<file path="src/rtl/run_ctrl_pkg.sv">
// Shared definitions for the CPU run-control unit: FSM state encoding and default tick period.
package run_ctrl_pkg;

    typedef logic [1:0] run_state_t;

    localparam run_state_t ST_RUN   = 2'd0;
    localparam run_state_t ST_HALT  = 2'd1;
    localparam run_state_t ST_STEP  = 2'd2;
    localparam run_state_t ST_BREAK = 2'd3;

    localparam int unsigned DEFAULT_LIMIT = 500;

endpackage

</file>
<file path="src/rtl/run_ctrl_sync.sv">
// Multi-flop synchroniser for an asynchronous level, with an optional one-cycle rising-edge pulse.
module run_ctrl_sync #(
    parameter int STAGES  = 2,
    parameter bit EDGE_EN = 1'b1
) (
    input  logic CLK,
    input  logic CLR_N,
    input  logic d,
    output logic q,
    output logic rise
);

    logic [STAGES-1:0] sync_p;
    logic              q_d;

    always_ff @(posedge CLK or negedge CLR_N) begin
        if (!CLR_N) begin
            sync_p <= '0;
            q_d    <= 1'b0;
        end else begin
            sync_p <= {sync_p[STAGES-2:0], d};
            q_d    <= sync_p[STAGES-1];
        end
    end

    assign q    = sync_p[STAGES-1];
    assign rise = EDGE_EN ? (q & ~q_d) : 1'b0;

endmodule

</file>
<file path="src/rtl/run_control.sv">
// CPU run control: tick divider, pause, N-instruction step bursts and a PC breakpoint that is
// compiled in only when RUN_BREAKPOINT_EN is defined.
module run_control #(
    parameter int DIV_W       = 27,
    parameter int STEP_W      = 8,
    parameter int ADDR_W      = 14,
    parameter int SYNC_STAGES = 2
) (
    input  logic              CLK,
    input  logic              CLR_N,
    input  logic [DIV_W-1:0]  LIMIT,
    input  logic              PAUSE,
    input  logic              STEP,
    input  logic [STEP_W-1:0] STEP_COUNT,
    input  logic [ADDR_W-1:0] PC,
    input  logic [ADDR_W-1:0] BP_ADDR,
    input  logic              BP_VALID,
    output logic              TICK,
    output logic              CPU_EN,
    output logic              HALTED,
    output logic [STEP_W-1:0] STEPS_LEFT,
    output logic              BP_HIT
);

    import run_ctrl_pkg::*;

    logic [DIV_W-1:0]  cnt;
    logic              tick;
    logic              pause_s;
    logic              step_edge;
    logic              unused_step_lvl;
    logic              unused_pause_rise;
    logic              bp_match;
    logic              cpu_en;
    logic [STEP_W-1:0] burst_len;
    run_state_t        state, state_nxt;
    logic [STEP_W-1:0] steps_left, steps_nxt;
    logic              skip, skip_nxt;

    // Wrapping on >= keeps the counter from running away when LIMIT drops below cnt.
    always_ff @(posedge CLK or negedge CLR_N) begin
        if (!CLR_N)
            cnt <= '0;
        else if (cnt >= LIMIT)
            cnt <= '0;
        else
            cnt <= cnt + DIV_W'(1);
    end

    assign tick = CLR_N && (cnt >= LIMIT);

    run_ctrl_sync #(.STAGES(SYNC_STAGES), .EDGE_EN(1'b1)) u_step_sync (
        .CLK   (CLK),
        .CLR_N (CLR_N),
        .d     (STEP),
        .q     (unused_step_lvl),
        .rise  (step_edge)
    );

    run_ctrl_sync #(.STAGES(SYNC_STAGES), .EDGE_EN(1'b0)) u_pause_sync (
        .CLK   (CLK),
        .CLR_N (CLR_N),
        .d     (PAUSE),
        .q     (pause_s),
        .rise  (unused_pause_rise)
    );

`ifdef RUN_BREAKPOINT_EN
    assign bp_match = BP_VALID && (PC == BP_ADDR) && !skip;
    assign BP_HIT   = (state == ST_BREAK);
`else
    logic unused_bp;
    assign unused_bp = ^{PC, BP_ADDR, BP_VALID};
    assign bp_match  = 1'b0;
    assign BP_HIT    = 1'b0;
`endif

    assign burst_len = (STEP_COUNT == '0) ? STEP_W'(1) : STEP_COUNT;

    always_ff @(posedge CLK or negedge CLR_N) begin
        if (!CLR_N) begin
            state      <= ST_RUN;
            steps_left <= '0;
            skip       <= 1'b0;
        end else begin
            state      <= state_nxt;
            steps_left <= steps_nxt;
            skip       <= skip_nxt;
        end
    end

    always_comb begin
        state_nxt = state;
        steps_nxt = steps_left;
        skip_nxt  = skip && !cpu_en;
        case (state)
            ST_RUN: begin
                if (pause_s)
                    state_nxt = ST_HALT;
                else if (tick && bp_match)
                    state_nxt = ST_BREAK;
            end
            // Releasing PAUSE outranks a coincident step request.
            ST_HALT: begin
                if (!pause_s) begin
                    state_nxt = ST_RUN;
                end else if (step_edge) begin
                    state_nxt = ST_STEP;
                    steps_nxt = burst_len;
                end
            end
            ST_STEP: begin
                if (tick && bp_match) begin
                    state_nxt = ST_BREAK;
                    steps_nxt = '0;
                end else if (cpu_en) begin
                    steps_nxt = steps_left - STEP_W'(1);
                    if (steps_left == STEP_W'(1))
                        state_nxt = pause_s ? ST_HALT : ST_RUN;
                end
            end
            ST_BREAK: begin
                if (step_edge) begin
                    skip_nxt = 1'b1;
                    if (pause_s) begin
                        state_nxt = ST_STEP;
                        steps_nxt = burst_len;
                    end else begin
                        state_nxt = ST_RUN;
                    end
                end
            end
            default: state_nxt = ST_RUN;
        endcase
    end

    always_comb begin
        cpu_en = 1'b0;
        case (state)
            ST_RUN:  cpu_en = tick && !pause_s && !bp_match;
            ST_STEP: cpu_en = tick && !bp_match;
            default: cpu_en = 1'b0;
        endcase
    end

    assign TICK       = tick;
    assign CPU_EN     = cpu_en;
    assign HALTED     = (state == ST_HALT) || (state == ST_BREAK);
    assign STEPS_LEFT = steps_left;

endmodule

</file>
<file path="config.mk">
export PLATFORM = sky130hd
export DESIGN_NAME = run_control
export DESIGN_NICKNAME = d
export VERILOG_FILES = /design/src/rtl/run_ctrl_pkg.sv /design/src/rtl/run_ctrl_sync.sv /design/src/rtl/run_control.sv
export SDC_FILE = /design/constraint.sdc
export NUM_CORES = 1
export LEC_CHECK = 0
export ABC_AREA = 1
export BUFFER_PORTS_ARGS = -buffer_cell sky130_fd_sc_hd__buf_2
export CAP_MARGIN = 15
export CORE_UTILIZATION = 54
export CTS_CLUSTER_SIZE = 12
export DETAILED_ROUTE_END_ITERATION = 10
export PLACE_DENSITY = 0.79
export SYNTH_ARGS = -nofsm -noshare
export SYNTH_HDL_FRONTEND = slang
export SYNTH_SLANG_ARGS = --single-unit
</file>
<file path="constraint.sdc">
create_clock -name CLK -period 7.35 [get_ports CLK]
set_clock_uncertainty 0.1 [all_clocks]
set_input_delay 2.205 -clock CLK [delete_from_list [all_inputs] [get_ports CLK]]
set_output_delay 2.205 -clock CLK [all_outputs]
set_load 0.02 [all_outputs]
</file>
==> run_results.csv <==
group,metric,value,unit
run_status,status,"finished, final reports clean",
timing,setup_viol,0,
synthesis,syn_inst,432,
synthesis,syn_nets,530,
clocking,cts_setup_buffers,0,
synthesis,netlist_area,3104,µm²
critical_path,path_class,"input port to output pin",
synthesis,ys_ff_latch,42,
critical_path,cp_common_cell,"nand2_1",
timing,finalHoldViolations,0,
grt,track_usage,25.46,%
critical_path,path_buf_inv,5,
synthesis,synth_ff_type,"dfrtp_1",
layout,area_delta_synth_final,13.06,%
die,design.die.area,6056,µm²
critical_path,crit_required,5050,ps
layout,num-nets-final,582,
die,core,5540,µm²
synthesis,synth_enable_flop_cells,0,
clocking,cts_root_buf,"clkbuf_8",
placed_design,gp_congestion,0.9190,
power,powerDensity,242.5,nW/µm²
critical_path,cp_num_cells,15,
power,p_leak,1.970,nW
detailed_routing,drc_errors,0,
detailed_routing,ant_nets,0,
placed_design,dpl-instance-area,3422,µm²
layout,stdcell_area,3510,µm²
timing,slew_headroom,62.97,%
timing,rsz0062_at_grt,"no",
timing,fmax,160.2,MHz
grt,grt_start_max_net_pins,43,
min_path,hold-path-cell-count,0,
clocking,cts_buffers,5,
timing,setup_tns,0,ps
timing,tightest_slew,555.5,ps
timing,finalMaxSlewViolations,0,
synthesis,synthArstFlopShare,100.0,%
critical_path,crit_fanout,22,
timing,min_period_over_period,84.92,%
critical_path,cpMaxStageDelayCell,"ha_1",
critical_path,cp_top_family,"buffers and inverters",
critical_path,worstPathArrival,3940,ps
critical_path,worstPathCellList,"buf_2, inv_1, ha_1, nand2_1, inv_1, nand2_1, nor2_1, nand2_1, nor2_1, nor2_1, nand3_1, buf_4, nand2_1, a21oi_1, buf_2",
synthesis,ys_types,31,
critical_path,slowest_delay,280,ps
detailed_routing,dr.pass1.iters,4,
critical_path,timing.reg2reg.setup_slack,4590,ps
synthesis,synth_area_per_cell,7.186,µm²
clocking,htreeDepth,2,
clocking,clkSinkCount,42,
critical_path,end_kind,"output pin",
die,num_io_pins,80,
die,rows,27,
detailed_routing,vias,2875,
timing,fin_crit,6241,ps
timing,fin_ws,1109,ps
critical_path,r2r_cells,15,
flow_run,cap_violations,0,
clocking,cts_resized,0,
placed_design,pre_cts_ws,1122,ps
placed_design,dp_hpwl,5388,µm
layout,layout-drive-gt1-share,15.88,%
detailed_routing,avgViaCountPerCell,5.162,
clocking,clk_latency,300,ps
clocking,cts_tree,"done",
detailed_routing,avgRoutedWirePerCell,12.42,µm
clocking,clk_pin_slew,90,ps
die,start_util,56.03,%
grt,grt_pass1_vias,2681,
synthesis,yosys_warnings,0,
detailed_routing,first_iter_violations,157,
power,ir_drop,0.0001527,V
detailed_routing,wirelength,6917,µm
placed_design,io_buffer_count,49,
grt,grt_overflow,0,
min_path,hp-class,"flip-flop to flip-flop",
clocking,ctsHoldBuffers,0,
die,die_h,77.82,µm
critical_path,crit_path_start_kind,"input port",
grt,antenna_found_initial,0,
grt,grt_pass1_wl,12000,µm
clocking,clockBufferDepth,2,
synthesis,yosysSeqAreaShare,33.86,%
die,die_w,77.82,µm
layout,diodes,0,
## registers in the layout (all words and copies together), names as in the netlist
register / cells
u_step_sync.sync_p: 2
u_pause_sync.sync_p: 2
cnt: 27
u_step_sync.q_d: 1
state: 2
STEPS_LEFT: 8
## metal layers
metal / GRT usage (%) / part of all wire (%)
met2: 41.59 / 46
met1: 34.13 / 49
met4: 6.981 / 0.88
met5: 0 / 0
met3: 5.176 / 4.1
## cell usage in the layout, fill, tap and decap left out, drive strengths merged, types with 7 or more instances in the layout
| cell type | instances |
|---|---|
| a21oi | 22 |
| buf | 51 |
| dfrtp | 42 |
| ha | 30 |
| inv | 71 |
| nand2 | 114 |
| nand3 | 28 |
| nor2 | 63 |
| nor3 | 12 |
| o21ai | 14 |
| xor2 | 7 |
## metrics by stage
step / power [mW] / hold WS, ps / std cells / util (%)
2_1_floorplan: 0.5955 / 231.2 / 432 / -
3_3_place_gp: 0.6838 / 233.4 / 549 / 61.77
3_5_place_dp: 0.6989 / 240.4 / 549 / 61.77
4_1_cts: 0.8554 / 260.7 / 557 / 63.35
5_1_grt: 0.9297 / 274.7 / 557 / 63.35
6_report: 0.8511 / 257.1 / 557 / 63.35
## final timing paths
| path | from | to |
|---|---|---|
| worst max-delay path | LIMIT[14] | CPU_EN |
| max in group asynchronous | CLR_N | cnt[24] |
| worst min register to register | u_step_sync.sync_p[0] | u_step_sync.sync_p[1] |
| worst max register to register | cnt[14] | STEPS_LEFT[6] |
| min in group asynchronous | CLR_N | cnt[20] |
| worst min-delay path | u_step_sync.sync_p[0] | u_step_sync.sync_p[1] |
## where the power goes
group | leakage, nW | switching [mW] | internal [mW]
combinational | 1.37 | 0.216 | 0.126
sequential | 0.547 | 0.0702 | 0.284
clock | 0.0483 | 0.0877 | 0.0670
total | 1.97 | 0.374 | 0.477
## final cells by class
cell class	count	area (µm²)
clock buffers	5	68.82
inverters	71	266.5
multi-input cells	313	1754
flip-flops and latches	42	1051
well taps	72	90.09
repair buffers	51	260.3
clock inverters	3	18.77
fillers	512	2031
## synth_stat cells, drive strengths merged, types with 2 or more instances
cell	instances	share of area [%]
buf	4	0.81
nor4	3	0.60
inv	70	8.5
nand3	28	5.0
clkbuf	2	0.24
nor2	63	9.6
o21ai	14	2.3
xor2	7	2.0
nor3	12	2.3
a31oi	2	0.40
dfrtp	42	34
nor3b	2	0.48
nand2	114	15
a21oi	22	3.5
xnor2	5	1.4
nand4	6	1.2
ha	30	12
## cells by family after synthesis
group	Yosys count	share of synthesized area, %
AOI/OAI and AO/OA	41	6.973
xor gates and xnor gates	12	3.386
adders and majority gates	30	12.09
buffers and inverters	77	9.633
DFF	42	33.86
other	1	0.1208
and+or+nand+nor	229	33.94
No activity file was read; power rests on OpenSTA's default activity.
